==> config.mk <==
export PLATFORM = sky130hd
export DESIGN_NAME = full_adder
export DESIGN_NICKNAME = d
export VERILOG_FILES = /design/src/rtl/full_adder.sv
export SDC_FILE = /design/constraint.sdc
export NUM_CORES = 1
export LEC_CHECK = 0
export ABC_AREA = 1
export CORE_AREA = 5 5 42 44
export DETAILED_ROUTE_END_ITERATION = 10
export DIE_AREA = 0 0 47 49
export GPL_ROUTABILITY_DRIVEN = 0
export SYNTH_ARGS = -nofsm -noshare
export SYNTH_HDL_FRONTEND = slang
export SYNTH_SLANG_ARGS = --single-unit
==> constraint.sdc <==
create_clock -name clk -period 1.17 [get_ports clk]
set_input_delay 0.234 -clock clk [delete_from_list [all_inputs] [get_ports clk]]
set_output_delay 0.234 -clock clk [all_outputs]
set_load 0.05 [all_outputs]
==> src/rtl/full_adder.sv <==
// full_adder: registered ripple-carry adder, {c,s} = a + b + cin.
//   WIDTH=1 gives the classic 1-bit full adder (s = a^b^cin, c = majority).
//   The cells are chained combinationally, and one register stage follows
//   the chain. This gives a latency of one clock and one operation per cycle.
//
// Ports
//   clk        system clock, rising edge
//   rst_n      async active-low reset; clears s, c, out_valid at once
//   in_valid   qualifies a, b, cin for this cycle
//   a, b       unsigned operands [WIDTH-1:0]
//   cin        carry into bit 0
//   s          registered sum [WIDTH-1:0]
//   c          registered carry-out of the MSB
//   out_valid  s/c were loaded at the last edge

// One bit cell of the ripple chain.
module fa_cell (
  input  logic a,
  input  logic b,
  input  logic k_in,
  output logic sum,
  output logic k_out
);
  logic p;

  assign p     = a ^ b;
  assign sum   = p ^ k_in;
  assign k_out = (a & b) | (k_in & p);
endmodule

module full_adder #(
  parameter int WIDTH = 1
) (
  input  logic             clk,
  input  logic             rst_n,
  input  logic             in_valid,
  input  logic [WIDTH-1:0] a,
  input  logic [WIDTH-1:0] b,
  input  logic             cin,
  output logic [WIDTH-1:0] s,
  output logic             c,
  output logic             out_valid
);
  // k[i] is the carry into cell i. k[WIDTH] is the carry-out of the MSB.
  logic [WIDTH:0]   k;
  logic [WIDTH-1:0] sum;

  assign k[0] = cin;

  fa_cell u_cell [WIDTH-1:0] (
    .a    (a),
    .b    (b),
    .k_in (k[WIDTH-1:0]),
    .sum  (sum),
    .k_out(k[WIDTH:1])
  );

  // The result registers load only when in_valid is high. This prevents
  // X/Z on idle operands from reaching s or c.
  always_ff @(posedge clk or negedge rst_n) begin
    if (!rst_n) begin
      s <= '0;
      c <= 1'b0;
    end else if (in_valid) begin
      s <= sum;
      c <= k[WIDTH];
    end
  end

  // out_valid follows in_valid with a one-cycle delay.
  always_ff @(posedge clk or negedge rst_n) begin
    if (!rst_n) out_valid <= 1'b0;
    else        out_valid <= in_valid;
  end
endmodule

==> metrics.csv, run 1 <==
metric,value,unit
Unique masters post-synth,4,
part of the cycle the worst path needs,97.2,%
min cycle time layout,1.14,ns
placed cells,35,
Seq cells post-synth,3,
count of input and output buffers,8,
Hold Path Class,in -> async,
wire per inst,7.00,um
"EDFF count, synth",0,
top-count cell post-synth,nand2_1,
vias in the first global route,128,
drt total wl,273,um
1st-iter DRT viols,2,
Setup crit end kind,register,
Die X-Extent,47,um
via count,116,
initial core utilization,8.66,%
TritonCTS clock tree,built,
area growth from synthesis to layout,131,%
largest net degree at the start of global routing,5,
register area share after synthesis,61.9,%
first-pass GRT wire length,441,um
RSZ-0062 raised after global routing,false,
max-slew violation count,0,
Yosys warning count,0,
DRT Pass-1 Iters,2,
filler instances,165,
clock buffer depth,2,
simple-gate area share of the yosys netlist,18.6,%
Synth Area in Compound Gates,0,%
status,finished clean,
Setup Skew,0,ns
required time worst endpoint,1.34,ns
Die Ht,49,um
proportion of synthesized area in mux cells,0,%
Post-Synth Adder-Cell Area,16.5,%
Worst-Skew Late Latency,0.23,ns
asr flop ratio synth,100,%
Residual DRC,0,
hold slack final,0.183,ns
final net count,31,
Crit path arrival time,1.31,ns
CTS root buffer,clkbuf_4,
CTS Sinks,3,
Setup Slack @ Placement,-0.207,ns
IO Pins,9,
Final Hold Fails,0,
GRT Total Usage,3.25,%
worst relative slew slack,90.5,%
Lkg Pwr,0.137,nW
TritonCTS Buffers,3,
largest family of logic cells by synthesized area,simple AND/OR/NAND/NOR gates,
layout cells sized above 1,26.1,%
Core Box Area,1400,um^2
worst-margin pin slew,0.143,ns
sequence of cells on the critical path,"clkdlybuf4s50_1, fa_1, nand2_1, nand2_1",
cts hold-fix bufs,0,
"Clk pin slew, worst setup/hold paths",0.04,ns
xor and xnor area share after synthesis,0,%
Finished Layout Cells,39,
crit path max fanout,1,
final setup margin,0.0325,ns
most frequent CP cell,nand2_1,
Critical Path Start Type,input pin,
maxcap violations,0,
largest stage delay on the critical path,0.54,ns
diode count,0,
Post-Syn Nets,18,
Synth top cells by count,"nand2_1 (6), dfrtp_1 (3), fa_1 (1), inv_1 (1)",
gr ovfl total,0,
synth top area cells,"dfrtp_1 (62%), nand2_1 (19%), fa_1 (16%)",
row count,14,
power per cell area,1520,nW/um^2
Syn Inst Count,11,
initial antenna violation count,0,
Post-Syn Area,121,um^2
die footprint,2300,um^2
top cell type's share of synthesized area,61.9,%
# setup viols final,0,
critical path class,in -> reg,
slowest CP cell,fa_1,
post-synth top area cell,dfrtp_1,
Routed Antenna Nets,0,
"Avg Cell Area, Syn",11.0,um^2
CTS H-tree lvls,1,
Peak Freq,879,MHz
vias per cell,2.97,
Synth Flop Type,dfrtp_1,
VDD IR-drop max,265,uV
flip-flops by register name, indices dropped and copies added (netlist names):
name       cells
c              1
s              1
out_valid      1
path summary, 6_finish.rpt:
check	startpoint	slack [ns]	to	depth (start not counted)
setup / recovery	a	0.03	s$_DFFE_PN0P_	4
hold / removal	rst_n	0.18	c$_DFFE_PN0P_	1
setup reg to reg	c$_DFFE_PN0P_	0.53	c$_DFFE_PN0P_	2
hold reg to reg	s$_DFFE_PN0P_	0.54	s$_DFFE_PN0P_	2
max in group asynchronous	rst_n	0.85	s$_DFFE_PN0P_	1
min in group clk	cin	0.41	s$_DFFE_PN0P_	4
power breakdown:
group	internal, mW	switching [mW]	leakage, nW
logic	0.0615	0.0563	0.0864
clock network	0.128	0.0528	0.0150
registers	0.115	0.0117	0.0360
total	0.304	0.121	0.137
metrics by stage:
stage | area, um^2 | util (%) | setup TNS, ns | power, mW
4_1_cts | 278 | 19.8 | 0 | 0.440
3_3_place_gp | 251 | 17.9 | -0.368 | 0.247
3_5_place_dp | 251 | 17.9 | -0.371 | 0.248
2_1_floorplan | 121 | - | 0 | 0.172
6_report | 280 | 20.0 | 0 | 0.425
5_1_grt | 280 | 20.0 | 0 | 0.452
cell families after synthesis:
| logic type | count (synthesis) |
|---|---|
| and+or+nand+nor | 6 |
| buffers and inverters | 1 |
| adders and majority gates | 1 |
| DFF | 3 |
critical path: cells and delay by family:
family	cells	cell delay, ns
AND/OR/NAND/NOR	2	0.11
buffers and inverters	1	0.43
adder cells (fa/ha/maj)	1	0.54
placed cells by master, fill, tap and decap left out, drive strengths merged:
master         instances
clkdlybuf4s50          4
dfrtp                  3
dlymetal6s2s           1
nand2                  6
buf                    3
clkbuf                 4
inv                    1
fa                     1
cell type report:
cell class	instances	area (um^2)	area share [%]
sequential	3	75.1	26.8
timing repair buffer	8	113	40.2
inverter	1	3.75	1.34
clock buffer	4	26.3	9.37
multi-input combinational	7	42.5	15.2
tap	16	20.0	7.14
repair_timing:
action | CTS | global route
resized for setup | 0 | 1
buffers inserted | 0 | 0
endpoints found under the setup margin | 0 | 1
per-layer routing:
layer | up-vias | share of wire [%] | global-route usage, %
li1 | 58 | - | -
met1 | 46 | 44 | 2.89
met2 | 10 | 35 | 3.17
met3 | 2 | 15 | 0.369
met4 | 0 | 6.2 | 8.29
met5 | - | 0 | 0
Power figures use the tool's default switching activity.
==> run 2, diff against run 1 <==
Settings changed: CORE_AREA 5 5 42 44 to 2 2 39 41, DIE_AREA 0 0 47 49 to 0 0 41 43.
==> run 2 against run 1 <==
Against the previous run: non-clock buffer count unchanged; global-route usage rose by 1.5 points; register-to-register slack hardly changed; setup slack improved by 0.022 ns; die area shrank 23%; clock power hardly changed; sequential share of layout area shrank 0.24 points; clock skew unchanged; sequential cell count is the same; highest routed layer is now met3.
==> metrics.csv, run 2 (same netlist as run 1, synthesis figures left out) <==
metric,value,unit,change
status,finished clean,,unchanged
placed cells,35,,unchanged
DRT Pass-1 Iters,2,,unchanged
slowest CP cell,clkdlybuf4s50_1,,was fa_1
Crit path arrival time,1.24,ns,was 1.31 ns
Setup crit end kind,register,,unchanged
sequence of cells on the critical path,"clkdlybuf4s50_1, fa_1, nand2_1, nand2_1",,unchanged
Pwr Total,0.422,mW,was 0.425 mW
worst relative slew slack,90.0,%,was 90.5%
sequential power share,29.8,%,was 29.9%
r2r setup slk,0.54,ns,was 0.53 ns
drt total wl,268,um,was 273 um
clock buffer depth,2,,unchanged
sw power,0.118,mW,was 0.121 mW
CTS root buffer,clkbuf_4,,unchanged
VDD IR-drop max,287,uV,was 265 uV
most frequent cells in the layout,"nand2_1 (6), dfrtp_1 (3), clkbuf_4 (3), clkdlybuf4s50_1 (3), buf_12 (3)",,"was nand2_1 (6), clkdlybuf4s50_1 (4), dfrtp_1 (3), clkbuf_4 (3), buf_12 (3)"
critical path class,in -> reg,,unchanged
# setup viols final,0,,unchanged
layout cells sized above 1,26.1,%,unchanged
Post-DP Area,251,um^2,unchanged
worst-margin pin slew,0.149,ns,was 0.143 ns
CTS resizes,0,,unchanged
cts hold-fix bufs,0,,unchanged
most frequent CP cell,nand2_1,,unchanged
via count,111,,was 116
power per cell area,1490,nW/um^2,was 1520 nW/um^2
largest stage delay on the critical path,0.47,ns,was 0.54 ns
CTS Sinks,3,,unchanged
Crit path max-delay family,buffers and inverters,,was adder cells
Peak Freq,897,MHz,was 879 MHz
1st-iter DRT viols,3,,was 2
maxcap violations,0,,unchanged
Critical Path Start Type,input pin,,unchanged
IO Pins,9,,unchanged
first-pass GRT wire length,448,um,was 441 um
Routed Antenna Nets,0,,unchanged
row count,14,,unchanged
CTS H-tree lvls,1,,unchanged
die footprint,1760,um^2,was 2300 um^2
GRT Total Usage,4.73,%,was 3.25%
clock network power share,42.2,%,was 42.5%
vias in the first global route,138,,was 128
Residual DRC,0,,unchanged
final net count,31,,unchanged
TritonCTS clock tree,built,,unchanged
min cycle time layout,1.12,ns,was 1.14 ns
largest net degree at the start of global routing,5,,unchanged
Lkg Pwr,0.147,nW,was 0.137 nW
Hold Path Class,in -> async,,unchanged
Combinational Power Share,27.9,%,was 27.7%
crit path max fanout,1,,unchanged
initial core utilization,8.77,%,was 8.66%
Largest regs,"c (1), out_valid (1), s (1)",,unchanged
Post-Route Utilization,20.4,%,was 20.0%
Die Ht,43,um,was 49 um
initial antenna violation count,0,,unchanged
max-slew violation count,0,,unchanged
part of the cycle the worst path needs,95.3,%,was 97.2%
internal power,0.304,mW,about the same
Core Box Area,1380,um^2,was 1400 um^2
Finished Layout Cells,39,,unchanged
Setup Skew,0,ns,unchanged
Final Hold Fails,0,,unchanged
"Clk pin slew, worst setup/hold paths",0.04,ns,about the same
switching share of total power,27.9,%,was 28.4%
Buf/Inv on CP,1,,unchanged
required time worst endpoint,1.29,ns,was 1.34 ns
wire per inst,6.87,um,was 7.00 um
diode count,0,,unchanged
# Post-CTS Setup Buffers,0,,unchanged
"most common cell after layout, fill and taps aside",nand2_1,,unchanged
vias per cell,2.85,,was 2.97
Worst-Skew Late Latency,0.23,ns,about the same
gr ovfl total,0,,unchanged
area growth from synthesis to layout,133,%,was 131%
count of input and output buffers,8,,unchanged
RSZ-0062 raised after global routing,false,,unchanged
TNS Setup,0,ns,unchanged
TritonCTS Buffers,3,,unchanged
Die X-Extent,41,um,was 47 um
post-route cell area,283,um^2,was 280 um^2
run 2: power by group through the flow:
stage	clock [mW]	combinational (mW)	sequential (mW)
finish	0.178	0.118	0.126
global route	0.200	0.127	0.127
CTS	0.188	0.121	0.126
detailed placement	0	0.121	0.127
global placement	0	0.120	0.127
floorplan	0	0.0121	0.160
run 2: area by class of cell:
| class | instances | area [um^2] |
|---|---|---|
| clock buffers | 4 | 26.3 |
| repair buffers | 8 | 115 |
| fillers | 143 | 1100 |
| inverters | 1 | 3.75 |
| well taps | 16 | 20.0 |
| flip-flops and latches | 3 | 75.1 |
| multi-input cells | 7 | 42.5 |
run 2: final timing paths:
path / from / end / depth (start not counted)
worst min register to register: c$_DFFE_PN0P_ / c$_DFFE_PN0P_ / 2
worst min-delay path: rst_n / s$_DFFE_PN0P_ / 1
max in group asynchronous: rst_n / out_valid$_DFF_PN0_ / 1
worst max-delay path: b / s$_DFFE_PN0P_ / 4
worst max register to register: s$_DFFE_PN0P_ / s$_DFFE_PN0P_ / 2
min in group clk: cin / s$_DFFE_PN0P_ / 4
run 2: metrics by stage:
step                setup slack [ns]  hold WS (ns)
floorplan                      0.264       -0.0616
global placement              -0.212         0.429
detailed placement            -0.228         0.426
CTS                           0.0187         0.176
global route                  0.0127         0.182
finish                        0.0546         0.181
run 2: worst reg2reg max path, cell delays in order, from the launching register on:
cell     delay [ns]
dfrtp_1        0.40
nand2_1        0.08
nand2_1        0.04
run 2: routing by layer:
layer  share of wire [%]  global-route usage [%]
met1                  38                    3.88
met2                  46                    5.00
met3                  16                   0.524
met4                   0                    12.0
met5                   0                       0
==> run 3, diff against run 2 <==
Settings changed: ABC_CLOCK_PERIOD_IN_PS from default to 1170, SETUP_SLACK_MARGIN from default to 0.2.
==> run 3 against run 2 <==
Against the previous run: global-route usage stayed put; final cell count did not move; first-iteration DRC count fell by 67%; critical path type is now reg -> out; largest cell class unchanged; largest power group unchanged; highest routed layer unchanged.
==> metrics.csv, run 3 (same netlist as run 1, synthesis figures left out) <==
metric,value,unit,change
status,finished clean,,unchanged
initial antenna violation count,0,,unchanged
CTS Sinks,3,,unchanged
diode count,0,,unchanged
Critical Path Start Type,register,,was input pin
TritonCTS clock tree,built,,unchanged
# Post-CTS Setup Buffers,0,,unchanged
"most common cell after layout, fill and taps aside",nand2_1,,unchanged
Pwr Total,0.421,mW,was 0.422 mW
vias per cell,2.82,,was 2.85
worst relative slew slack,90.1,%,was 90.0%
Peak Freq,979,MHz,was 897 MHz
filler instances,146,,was 143
Lkg Pwr,0.132,nW,was 0.147 nW
Core Box Area,1380,um^2,unchanged
count of input and output buffers,8,,unchanged
area growth from synthesis to layout,127,%,was 133%
clock buffer depth,2,,unchanged
layout cells sized above 1,26.1,%,unchanged
max-slew violation count,0,,unchanged
CTS H-tree lvls,1,,unchanged
Hold Path Class,in -> async,,unchanged
first-pass GRT wire length,448,um,unchanged
hold slack final,0.180,ns,was 0.181 ns
vias in the first global route,142,,was 138
Setup crit end kind,primary output,,was register
register area,75.1,um^2,unchanged
Die X-Extent,41,um,unchanged
sequence of cells on the critical path,buf_12,,"was clkdlybuf4s50_1, fa_1, nand2_1, nand2_1"
IO Pins,9,,unchanged
Routed Antenna Nets,0,,unchanged
via count,110,,was 111
Buf/Inv on CP,1,,unchanged
Post-Route Utilization,19.9,%,was 20.4%
cts hold-fix bufs,0,,unchanged
RSZ-0062 raised after global routing,true,,was false
DRT Pass-1 Iters,4,,was 2
die footprint,1760,um^2,unchanged
Die Ht,43,um,unchanged
CTS root buffer,clkbuf_4,,unchanged
wire per inst,6.90,um,was 6.87 um
GRT Total Usage,4.73,%,unchanged
maxcap violations,0,,unchanged
part of the cycle the worst path needs,87.3,%,was 95.3%
VDD IR-drop max,285,uV,was 287 uV
initial core utilization,8.77,%,unchanged
"Clk pin slew, worst setup/hold paths",0.04,ns,about the same
Largest regs,"c (1), out_valid (1), s (1)",,unchanged
most frequent cells in the layout,"nand2_1 (6), dfrtp_1 (3), clkbuf_4 (3), buf_12 (3)",,"was nand2_1 (6), dfrtp_1 (3), clkbuf_4 (3), clkdlybuf4s50_1 (3), buf_12 (3)"
min cycle time layout,1.02,ns,was 1.12 ns
TritonCTS Buffers,3,,unchanged
worst-margin pin slew,0.147,ns,was 0.149 ns
slowest CP cell,dfrtp_1,,was clkdlybuf4s50_1
largest net degree at the start of global routing,5,,unchanged
Crit path max-delay family,flip-flops,,was buffers and inverters
Residual DRC,0,,unchanged
final net count,31,,unchanged
Crit path arrival time,0.79,ns,was 1.24 ns
Worst-Skew Late Latency,0.23,ns,about the same
row count,14,,unchanged
Multi-input gate area,42.5,um^2,unchanged
gr ovfl total,0,,unchanged
power per cell area,1530,nW/um^2,was 1490 nW/um^2
largest stage delay on the critical path,0.40,ns,was 0.47 ns
Final Hold Fails,0,,unchanged
drt total wl,269,um,was 268 um
post-route cell area,275,um^2,was 283 um^2
1st-iter DRT viols,1,,was 3
crit path max fanout,2,,was 1
critical path class,reg -> out,,was in -> reg
# setup viols final,0,,unchanged
required time worst endpoint,0.94,ns,was 1.29 ns
Post-DP Area,251,um^2,unchanged
Setup Skew,0,ns,unchanged
run 3: cell types whose count changed in the layout (fill, tap and decap cells not counted), sizes merged:
cell	previous run	this run
dlygate4sd2	0	2
dlymetal6s2s	2	0
clkdlybuf4s15	0	1
clkdlybuf4s50	3	2
run 3: report_power, final:
part / switching, mW / total [mW] / internal, mW
combinational: 0.0567 / 0.116 / 0.0590
clock: 0.0517 / 0.179 / 0.128
sequential: 0.0106 / 0.126 / 0.115
total: 0.119 / 0.421 / 0.302
run 3: path summary, 6_finish.rpt:
kind | startpoint | to | slack, ns | cells after the start
max | s$_DFFE_PN0P_ | s | 0.15 | 1
min | rst_n | s$_DFFE_PN0P_ | 0.18 | 1
max reg2reg | s$_DFFE_PN0P_ | s$_DFFE_PN0P_ | 0.53 | 2
min reg2reg | c$_DFFE_PN0P_ | c$_DFFE_PN0P_ | 0.53 | 2
max in group asynchronous | rst_n | out_valid$_DFF_PN0_ | 0.85 | 1
min in group clk | b | s$_DFFE_PN0P_ | 0.49 | 4
run 3: timing repair:
item                       in CTS  in global routing
setup endpoints to repair       5                  4
gates cloned                    0                  0
pin swaps                       1                  2
resized for setup               3                  1
run 3: stage by stage:
step	std cells	TNS (ns)	setup WS, ns
2_1_floorplan	11	0	0.264
3_3_place_gp	35	-0.378	-0.212
3_5_place_dp	35	-0.395	-0.228
4_1_cts	39	0	0.139
5_1_grt	39	0	0.120
6_report	39	0	0.149
run 3: routing by layer:
metal / GRT usage (%) / vias up / part of all wire [%]
met5: 0 / - / 0
li1: - / 55 / -
met2: 5.00 / 8 / 45
met1: 3.88 / 47 / 41
met3: 0.524 / 0 / 14
met4: 12.0 / 0 / 0
run 3: final cells by class:
cell class	count	share of cell area, %
clock buffer	4	9.55
inverter	1	1.36
multi-input combinational	7	15.5
sequential	3	27.3
tap	16	7.27
timing repair buffer	8	39.1
